<file path="config.mk">
export PLATFORM = sky130hd
export DESIGN_NAME = simon_bus_sched_flat
export DESIGN_NICKNAME = d
export VERILOG_FILES = /design/src/rtl/simon_bus_pkg.sv /design/src/rtl/simon_bus_sched_if.sv /design/src/rtl/simon_bus_sched_rr_pick.sv /design/src/rtl/simon_bus_sched.sv /design/src/flat_wrapper.sv
export SDC_FILE = /design/constraint.sdc
export NUM_CORES = 1
export LEC_CHECK = 0
export ABC_AREA = 1
export ABC_CLOCK_PERIOD_IN_PS = 4900
export CAP_MARGIN = 20
export CORE_MARGIN = 2
export CORE_UTILIZATION = 40
export DETAILED_ROUTE_END_ITERATION = 10
export PLACE_DENSITY = 0.69
export SKIP_CTS_REPAIR_TIMING = 1
export SLEW_MARGIN = 0
export SYNTH_ARGS = -nofsm -noshare
export SYNTH_HDL_FRONTEND = slang
export SYNTH_SLANG_ARGS = --single-unit
</file>
<file path="constraint.sdc">
create_clock -name clk -period 4.9 [get_ports clk]
set_input_delay 0.98 -clock clk [delete_from_list [all_inputs] [get_ports clk]]
set_output_delay 0.98 -clock clk [all_outputs]
set_load 0.01 [all_outputs]
</file>
<file path="src/rtl/simon_bus_pkg.sv">
// simon_bus_sched shared types and defaults.
// Index width is fixed at 2 bits to match owner/cfg_sel.
package simon_bus_pkg;
  localparam int N_REQ_DEF    = 4;
  localparam int MAX_HOLD_DEF = 8;
  localparam int IDX_W        = 2;

  typedef enum logic [1:0] {
    ST_IDLE,
    ST_GRANT,
    ST_TURN
  } state_e;
endpackage

</file>
<file path="src/rtl/simon_bus_sched_if.sv">
// Request/config/bus-control bundle for simon_bus_sched.
// master drives requests and config, slave drives bus control.
import simon_bus_pkg::*;

interface simon_bus_sched_if #(
  parameter int N_REQ = N_REQ_DEF
);
  logic [N_REQ-1:0] req;
  logic             cfg_valid;
  logic [IDX_W-1:0] cfg_sel;
  logic [7:0]       cfg_data;
  logic             cfg_ready;
  logic [N_REQ-1:0] oe;
  logic [N_REQ-1:0] load;
  logic [7:0]       load_data;
  logic [IDX_W-1:0] owner;
  logic             busy;

  modport master (
    output req, cfg_valid, cfg_sel, cfg_data,
    input  cfg_ready, oe, load, load_data,
    input  owner, busy
  );

  modport slave (
    input  req, cfg_valid, cfg_sel, cfg_data,
    output cfg_ready, oe, load, load_data,
    output owner, busy
  );
endinterface

</file>
<file path="src/rtl/simon_bus_sched_rr_pick.sv">
// Round-robin picker: first set req bit at or after start,
// wrapping at N.
import simon_bus_pkg::*;

module rr_pick #(
  parameter int N = N_REQ_DEF
) (
  input  logic [N-1:0]     req,
  input  logic [IDX_W-1:0] start,
  output logic [IDX_W-1:0] win,
  output logic             found
);
  int               j;
  logic [IDX_W-1:0] k;

  always_comb begin
    win   = '0;
    found = 1'b0;
    j     = 0;
    k     = '0;
    for (int i = 0; i < N; i++) begin
      j = int'(start) + i;
      if (j >= N) j = j - N;
      k = IDX_W'(j);
      if (!found && req[k]) begin
        win   = k;
        found = 1'b1;
      end
    end
  end
endmodule

</file>
<file path="src/rtl/simon_bus_sched.sv">
// Tri-state bus scheduler: round-robin grant with hold limit
// and one-cycle turnaround, plus independent counter loads.
import simon_bus_pkg::*;

module simon_bus_sched #(
  parameter int N_REQ    = N_REQ_DEF,
  parameter int MAX_HOLD = MAX_HOLD_DEF
) (
  input logic              clk,
  input logic              rst_n,
  simon_bus_sched_if.slave bus
);
  localparam logic [3:0]       HOLD_MAX = 4'(MAX_HOLD);
  localparam logic [IDX_W-1:0] LAST_RST = IDX_W'(N_REQ - 1);

  state_e           state_q, state_d;
  logic [N_REQ-1:0] oe_q, oe_d;
  logic [N_REQ-1:0] load_q, load_d;
  logic [7:0]       ld_q, ld_d;
  logic [IDX_W-1:0] owner_q, owner_d;
  logic [IDX_W-1:0] last_q, last_d;
  logic [3:0]       hold_q, hold_d;
  logic             busy_q, busy_d;
  logic [IDX_W-1:0] start, win;
  logic             found, cfg_ready, rel;

  assign start = (last_q == LAST_RST) ? '0 : last_q + 1'b1;

  rr_pick #(.N(N_REQ)) u_pick (
    .req   (bus.req),
    .start (start),
    .win   (win),
    .found (found)
  );

  assign cfg_ready = !(state_q == ST_GRANT &&
                       bus.cfg_sel == owner_q);
  assign rel = !bus.req[owner_q] || hold_q == HOLD_MAX;

  always_comb begin
    state_d = state_q;
    oe_d    = oe_q;
    busy_d  = busy_q;
    owner_d = owner_q;
    last_d  = last_q;
    hold_d  = hold_q;
    unique case (state_q)
      ST_GRANT: begin
        if (rel) begin
          state_d = ST_TURN;
          oe_d    = '0;
          busy_d  = 1'b0;
          hold_d  = '0;
        end else begin
          hold_d = hold_q + 4'd1;
        end
      end
      default: begin
        // IDLE and end-of-TURN arbitrate the same way
        state_d = ST_IDLE;
        oe_d    = '0;
        busy_d  = 1'b0;
        hold_d  = '0;
        if (found) begin
          state_d     = ST_GRANT;
          oe_d[win]   = 1'b1;
          busy_d      = 1'b1;
          owner_d     = win;
          last_d      = win;
          hold_d      = 4'd1;
        end
      end
    endcase
  end

  always_comb begin
    load_d = '0;
    ld_d   = ld_q;
    if (bus.cfg_valid && cfg_ready &&
        int'(bus.cfg_sel) < N_REQ) begin
      load_d[bus.cfg_sel] = 1'b1;
      ld_d                = bus.cfg_data;
    end
  end

  always_ff @(posedge clk) begin
    if (!rst_n) begin
      state_q <= ST_IDLE;
      oe_q    <= '0;
      busy_q  <= 1'b0;
      owner_q <= '0;
      last_q  <= LAST_RST;
      hold_q  <= '0;
      load_q  <= '0;
      ld_q    <= '0;
    end else begin
      state_q <= state_d;
      oe_q    <= oe_d;
      busy_q  <= busy_d;
      owner_q <= owner_d;
      last_q  <= last_d;
      hold_q  <= hold_d;
      load_q  <= load_d;
      ld_q    <= ld_d;
    end
  end

  assign bus.cfg_ready = cfg_ready;
  assign bus.oe        = oe_q;
  assign bus.busy      = busy_q;
  assign bus.owner     = owner_q;
  assign bus.load      = load_q;
  assign bus.load_data = ld_q;
endmodule

</file>
<file path="src/flat_wrapper.sv">
// flat-port wrapper written by rule: the top's interface ports become plain ports
module simon_bus_sched_flat 
#(
  parameter int N_REQ    = N_REQ_DEF,
  parameter int MAX_HOLD = MAX_HOLD_DEF
)
  (clk, rst_n, bus_req, bus_cfg_valid, bus_cfg_sel, bus_cfg_data, bus_cfg_ready, bus_oe, bus_load, bus_load_data, bus_owner, bus_busy);
  simon_bus_sched_if #(.N_REQ(N_REQ)) bus_i ();
  input logic clk;
  input logic rst_n;
  input wire logic [$bits(bus_i.req)-1:0] bus_req;
  input wire logic [$bits(bus_i.cfg_valid)-1:0] bus_cfg_valid;
  input wire logic [$bits(bus_i.cfg_sel)-1:0] bus_cfg_sel;
  input wire logic [$bits(bus_i.cfg_data)-1:0] bus_cfg_data;
  output wire logic [$bits(bus_i.cfg_ready)-1:0] bus_cfg_ready;
  output wire logic [$bits(bus_i.oe)-1:0] bus_oe;
  output wire logic [$bits(bus_i.load)-1:0] bus_load;
  output wire logic [$bits(bus_i.load_data)-1:0] bus_load_data;
  output wire logic [$bits(bus_i.owner)-1:0] bus_owner;
  output wire logic [$bits(bus_i.busy)-1:0] bus_busy;
  assign bus_i.req = bus_req;
  assign bus_i.cfg_valid = bus_cfg_valid;
  assign bus_i.cfg_sel = bus_cfg_sel;
  assign bus_i.cfg_data = bus_cfg_data;
  assign bus_cfg_ready = bus_i.cfg_ready;
  assign bus_oe = bus_i.oe;
  assign bus_load = bus_i.load;
  assign bus_load_data = bus_i.load_data;
  assign bus_owner = bus_i.owner;
  assign bus_busy = bus_i.busy;
  simon_bus_sched #(.N_REQ(N_REQ), .MAX_HOLD(MAX_HOLD)) u_core (.clk(clk), .rst_n(rst_n), .bus(bus_i));
endmodule
</file>
==> summary.txt, run 1 <==
largest area contributor in the netlist -> dfxtp_1
most common cell after layout, fill and taps aside -> nand2_1
total power -> 978 uW
row cnt -> 20
CP cell instances -> clkdlybuf4s50_1 > inv_1 > or2_2 > nand3_2 > clkdlybuf4s50_1
CTS tree -> built
clock skew -> 2.69 ps
largest net degree at the start of global routing -> 15
gpl congestion -> 0.784
Die W -> 61.6 um
Worst setup endpoint -> bus_cfg_ready
RSZ-0062 raised after global routing -> no
synthesized instance count -> 187
reg2reg end -> u_core.hold_q[0]
clock sinks -> 26
initial antenna violation count -> 0
CTS buffer count -> 3
crit share post-route -> 0.701
core area -> 3100 um2
Max Buffers Root-to-Sink -> 2
area of the multi-input gates -> 708 um2
worst-case vdd ir drop -> 0.000308 V
Die Y -> 61.6 um
Skew-Pair Late Insertion Delay -> 300 ps
H-tree depth -> 1
Initial DRC Count -> 98
nets -> 247
# DRC -> 0
Reg-to-Reg Start -> u_core.last_q[0]
layout cells sized above 1 -> 0.124
minimum setup slack among reg-to-reg paths -> 2900 ps
FF+latch count, synth -> 26
Post-synth top flop -> dfxtp_1
die area -> 3790 um2
largest cells by area after synthesis -> dfxtp_1 (39%), nand2_1 (11%), nor2_1 (7.9%)
critical path's top delay family -> buffers and inverters
synth unique cells -> 25
register area -> 520 um2
routed len/inst -> 10.5 um
Mapped Avg Cell Area -> 7.09 um2
max incr delay on CP -> 530 ps
CTS clk-pin slew, worst paths -> 120 ps
Hold Vio Cnt, Final -> 0
final instance area -> 1760 um2
setup TNS -> 0 ps
Critical Path AT -> 2460 ps
MaxCap Viol Count -> 0
Worst EP required -> 3920 ps
vias in the first global route -> 1060
router iterations before antenna repair -> 4
Slowest cell on crit path -> clkdlybuf4s50_1
post-synthesis sequential area ratio -> 0.392
dpl hpwl -> 2240 um
worst hold path class -> register to register
Syn-to-layout area delta -> 32.7%
Post-synth EDFFs -> 0
Routed WL -> 2830 um
Root Driver -> clkbuf_4
CP max FO -> 4
synth warn -> 0
first-pass GRT wire length -> 4580 um
n_diodes -> 0
setup violators final -> 0
fin util -> 0.567
worst setup path start -> bus_cfg_sel[1]
PortBufs -> 36
Starting Density -> 0.427
min Tclk post-route -> 3440 ps
Max-Slew Margin vs Limit -> 0.719
hold_ws -> 466 ps
most frequent CP cell -> clkdlybuf4s50_1
max-slew violations -> 0
pwr/cell area -> 555 nW/um2
status -> finished, final reports clean
leakage -> 0.797 nW
slew at the pin closest to its max-slew limit -> 421 ps
WS Path Type -> primary input to output pin
type of origin of the critical path -> primary input
Fill cells -> 338
Crit path depth -> 5
GRT Util Overall -> 0.161
Reg2Reg Depth -> 11
CP endpoint kind -> output pin
ys async rst share -> 0
instance area after placement -> 1740 um2
grt ovf -> 0
IO Pins -> 37
Max Freq -> 0.291 GHz
Syn Nets -> 207
most frequent cells in the layout -> nand2_1 (38), clkdlybuf4s50_1 (36), nor2_1 (28)
vias per inst -> 4.67
Synth top area share -> 0.392
Syn Std Cell Area -> 1330 um2
vias post-DR -> 1256
antenna-violating nets left -> 0
WP buf/inv -> 3
where the power goes:
| part | switching (mW) | total [mW] | leakage [nW] | internal (mW) |
|---|---|---|---|---|
| Combinational | 0.362 | 0.591 | 0.569 | 0.229 |
| Clock | 0.0546 | 0.0833 | 0.0138 | 0.0287 |
| Sequential | 0.0410 | 0.303 | 0.214 | 0.262 |
| Total | 0.458 | 0.978 | 0.797 | 0.520 |
through the flow:
step / cells / setup WS (ps)
final: 269 / 1460
after global routing: 269 / 1400
after CTS: 269 / 1450
after detailed placement: 266 / 1460
after global placement: 266 / 1470
after floorplan: 187 / 2520
worst reg2reg max path, cell delays in order, from the launching register on:
cell,delay (ps)
dfxtp_1,530
ha_1,380
inv_2,150
nand2_2,110
nand2_4,100
nand2_4,50
nand2_4,80
nand4_1,120
nand2_1,150
nor2_1,80
inv_1,70
o21ai_0,70
sequential cells by signal (all words and copies together), names as in the netlist:
signal / cells
u_core.bus.owner: 2
u_core.state_q: 2
u_core.bus.load: 4
u_core.bus.oe: 4
u_core.hold_q: 4
u_core.bus.load_data: 8
u_core.last_q: 2
cells in the mapped netlist, types with 2 or more instances:
cell      instances
nor3_1            4
nand3_1          14
inv_1            22
nand2_4           3
o21ai_0          13
nor2_2            3
o21bai_2          2
dfxtp_1          26
nand3_2           3
nand4_1           4
nand2_1          38
ha_1              3
inv_2             3
nor2_1           28
a21oi_1           4
nand2_2           8
metal layers:
metal,up-vias,wire [um],GRT usage
li1,675,-,-
met1,543,1460,0.234
met2,36,1180,0.242
met3,2,170,0.0378
met4,0,19,0.0365
met5,-,0,0
logic make-up (layout without fill, tap and decap cells):
family,after synthesis,in the layout,share of synthesized area
xor+xnor,2,2,0.0132
buf+inv,26,64,0.0736
compound gates,22,22,0.100
fa+ha+maj,3,3,0.0283
simple gates,108,108,0.392
flops,26,26,0.392
worst min-delay path by stage:
stage                     start                to  slack (ps)  cells past startpoint
6_report       u_core.bus.oe[0]  u_core.bus.oe[0]         470                      2
5_1_grt        u_core.bus.oe[0]  u_core.bus.oe[0]         500                      2
4_1_cts        u_core.bus.oe[0]  u_core.bus.oe[0]         470                      2
3_5_place_dp   u_core.bus.oe[0]  u_core.bus.oe[0]         450                      2
3_3_place_gp   u_core.bus.oe[0]  u_core.bus.oe[0]         450                      2
2_1_floorplan  u_core.last_q[1]  u_core.last_q[1]         450                      2
cell type report:
cell class              instances  share of cell area
flip-flops and latches         26               0.296
multi-input cells             135               0.402
inverters                      25              0.0533
repair buffers                 36               0.205
well taps                      44              0.0313
clock buffers                   3              0.0128
No activity file was read; power rests on OpenSTA's default activity.
==> inputs of run 2 (changes only) <==
--- a/config.mk
+++ b/config.mk
@@ -6,12 +6,12 @@
 export NUM_CORES = 1
 export LEC_CHECK = 0
 export ABC_AREA = 1
-export ABC_CLOCK_PERIOD_IN_PS = 4900
+export ABC_CLOCK_PERIOD_IN_PS = 2900
 export CAP_MARGIN = 20
 export CORE_MARGIN = 2
 export CORE_UTILIZATION = 40
 export DETAILED_ROUTE_END_ITERATION = 10
-export PLACE_DENSITY = 0.69
+export PLACE_DENSITY = 0.71
 export SKIP_CTS_REPAIR_TIMING = 1
 export SLEW_MARGIN = 0
 export SYNTH_ARGS = -nofsm -noshare
==> constraint.sdc (replaced) <==
create_clock -name clk -period 2.9 [get_ports clk]
set_input_delay 0.58 -clock clk [delete_from_list [all_inputs] [get_ports clk]]
set_output_delay 0.58 -clock clk [all_outputs]
set_load 0.01 [all_outputs]
==> run 2 against run 1 <==
Net effect: sequential share of layout area decreased by 0.35 points; critical endpoint unchanged; clock skew increased by 4.9 ps; routed wire length decreased by 1.9%; highest routed layer unchanged; combinational power increased by 69%; setup slack got worse by 1200 ps; clock-buffer cell count increased by 1; critical path depth unchanged.
==> summary.txt, run 2 (synthesis results as in run 1) <==
status -> finished, final reports clean
CTS buffer count -> 3 (unchanged)
placed cell count -> 267 (+0.38%)
max FFs per register -> 8 (unchanged)
initial antenna violation count -> 0 (unchanged)
worst-case vdd ir drop -> 0.000442 V (+43%)
worst hold path class -> register to register
Sw Share -> 0.460 (-0.00781)
# DRC -> 0 (unchanged)
CP endpoint kind -> output pin
internal power -> 908 uW (+75%)
pwr/cell area -> 945 nW/um2 (+70%)
Skew-Pair Late Insertion Delay -> 320 ps (+20 ps)
router iterations before antenna repair -> 4 (unchanged)
RSZ-0062 raised after global routing -> no
Max Buffers Root-to-Sink -> 2 (unchanged)
PortBufs -> 36 (unchanged)
GRT Util Overall -> 0.159 (-0.00252)
vias in the first global route -> 1084 (+2.3%)
Die W -> 61.6 um (unchanged)
hold_ws -> 472 ps (+5.90 ps)
Max Freq -> 0.379 GHz
antenna-violating nets left -> 0 (unchanged)
die area -> 3790 um2 (unchanged)
Starting Density -> 0.427 (unchanged)
Psw -> 775 uW (+69%)
crit share post-route -> 0.910
vias per inst -> 4.77 (+2.1%)
clock sinks -> 26 (unchanged)
Flop pwr share -> 0.303 (-0.007)
setup TNS -> 0 ps (unchanged)
row cnt -> 20 (unchanged)
instance area after placement -> 1750 um2 (+0.43%)
largest net degree at the start of global routing -> 15 (unchanged)
most frequent cells in the layout -> nand2_1 (38), clkdlybuf4s50_1 (36), nor2_1 (28)
final instance area -> 1780 um2 (+1.2%)
Max-Slew Margin vs Limit -> 0.786 (+0.0670)
dpl hpwl -> 2190 um (-2.6%)
CTS tree -> built
Cell Count, Final, Fillers Out -> 271 (+0.74%)
routed len/inst -> 10.2 um (-2.6%)
Initial DRC Count -> 58 (-41%)
type of origin of the critical path -> primary input
MaxCap Viol Count -> 0 (unchanged)
gpl congestion -> 0.822 (+4.8%)
Worst EP required -> 2320 ps (-1600 ps)
core area -> 3100 um2 (unchanged)
CP max FO -> 4 (unchanged)
setup violators final -> 0 (unchanged)
register area -> 520 um2 (unchanged)
Worst Setup Slack post-DPL -> 259 ps (-1200 ps)
Hold Vio Cnt, Final -> 0 (unchanged)
most common cell after layout, fill and taps aside -> nand2_1
first-pass GRT wire length -> 4550 um (-0.74%)
Critical Path AT -> 2060 ps (-400 ps)
clock share of power -> 0.105 (+0.020)
WS Path Type -> primary input to output pin
area of the multi-input gates -> 708 um2 (unchanged)
IO Pins -> 37 (unchanged)
n_diodes -> 0 (unchanged)
slew at the pin closest to its max-slew limit -> 320 ps (-100 ps)
Syn-to-layout area delta -> 34.3%
vias post-DR -> 1292 (+2.9%)
Fill cells -> 317 (-6.2%)
min Tclk post-route -> 2640 ps
Root Driver -> clkbuf_4
leakage -> 0.809 nW (+1.5%)
H-tree depth -> 1 (unchanged)
Routed WL -> 2780 um (-1.9%)
final setup margin -> 260 ps (-1200 ps)
CTS clk-pin slew, worst paths -> 120 ps (about the same)
clock skew -> 7.56 ps (+4.87 ps)
layout cells sized above 1 -> 0.132 (+0.00771)
Die Y -> 61.6 um (unchanged)
grt ovf -> 0 (unchanged)
nets -> 248 (+0.40%)
max-slew violations -> 0 (unchanged)
combinational share of power -> 0.592 (-0.013)
-- run 2: cell count changes in the layout (fill, tap and decap cells not counted) --
| cell | delta |
|---|---|
| buf_4 | +1 |
| clkbuf_8 | +1 |
-- run 2: power by group through the flow --
stage | Sequential, mW | Clock (mW) | Combinational (mW)
2_1_floorplan | 0.534 | 0 | 0.701
3_3_place_gp | 0.518 | 0 | 0.993
3_5_place_dp | 0.520 | 0 | 0.996
4_1_cts | 0.511 | 0.186 | 1.00
5_1_grt | 0.523 | 0.199 | 1.13
6_report | 0.510 | 0.177 | 0.996
-- run 2: critical path, stage by stage --
cell	delay, ps
clkdlybuf4s50_1	500
inv_1	80
or2_2	280
nand3_2	80
clkdlybuf4s50_1	530
-- run 2: through the flow --
stage | total power, mW | util
after CTS | 1.70 | 0.574
after detailed placement | 1.52 | 0.563
after global routing | 1.85 | 0.574
after floorplan | 1.24 | -
after global placement | 1.51 | 0.563
final | 1.68 | 0.574
-- run 2: layer usage --
layer  track usage  up-vias  share of wire
li1              -      679              -
met1         0.216      566           0.48
met2         0.253       43           0.43
met3        0.0336        4          0.077
met4        0.0456        0         0.0094
met5             0        -              0
-- run 2: worst paths after layout --
path	from	endpoint	slack, ps	depth (start not counted)
min reg2reg	u_core.bus.oe[2]	u_core.bus.oe[2]	470	2
max	bus_cfg_sel[1]	bus_cfg_ready	260	5
min	u_core.bus.oe[2]	u_core.bus.oe[2]	470	2
max reg2reg	u_core.last_q[0]	u_core.hold_q[0]	940	11
-- run 2: area by class of cell --
class | instances | area share
Timing Repair Buffer | 37 | 0.206
Clock buffer | 4 | 0.0204
Multi-Input combinational cell | 135 | 0.397
Tap cell | 44 | 0.0309
Inverter | 25 | 0.0527
Sequential cell | 26 | 0.292
==> inputs of run 3 (changes only) <==
--- a/config.mk
+++ b/config.mk
@@ -11,6 +11,7 @@
 export CORE_MARGIN = 2
 export CORE_UTILIZATION = 40
 export DETAILED_ROUTE_END_ITERATION = 10
+export GPL_TIMING_DRIVEN = 1
 export PLACE_DENSITY = 0.71
 export SKIP_CTS_REPAIR_TIMING = 1
 export SLEW_MARGIN = 0
==> results of run 3 <==
The final DEF is identical to that of run 2; final timing and power are the same.
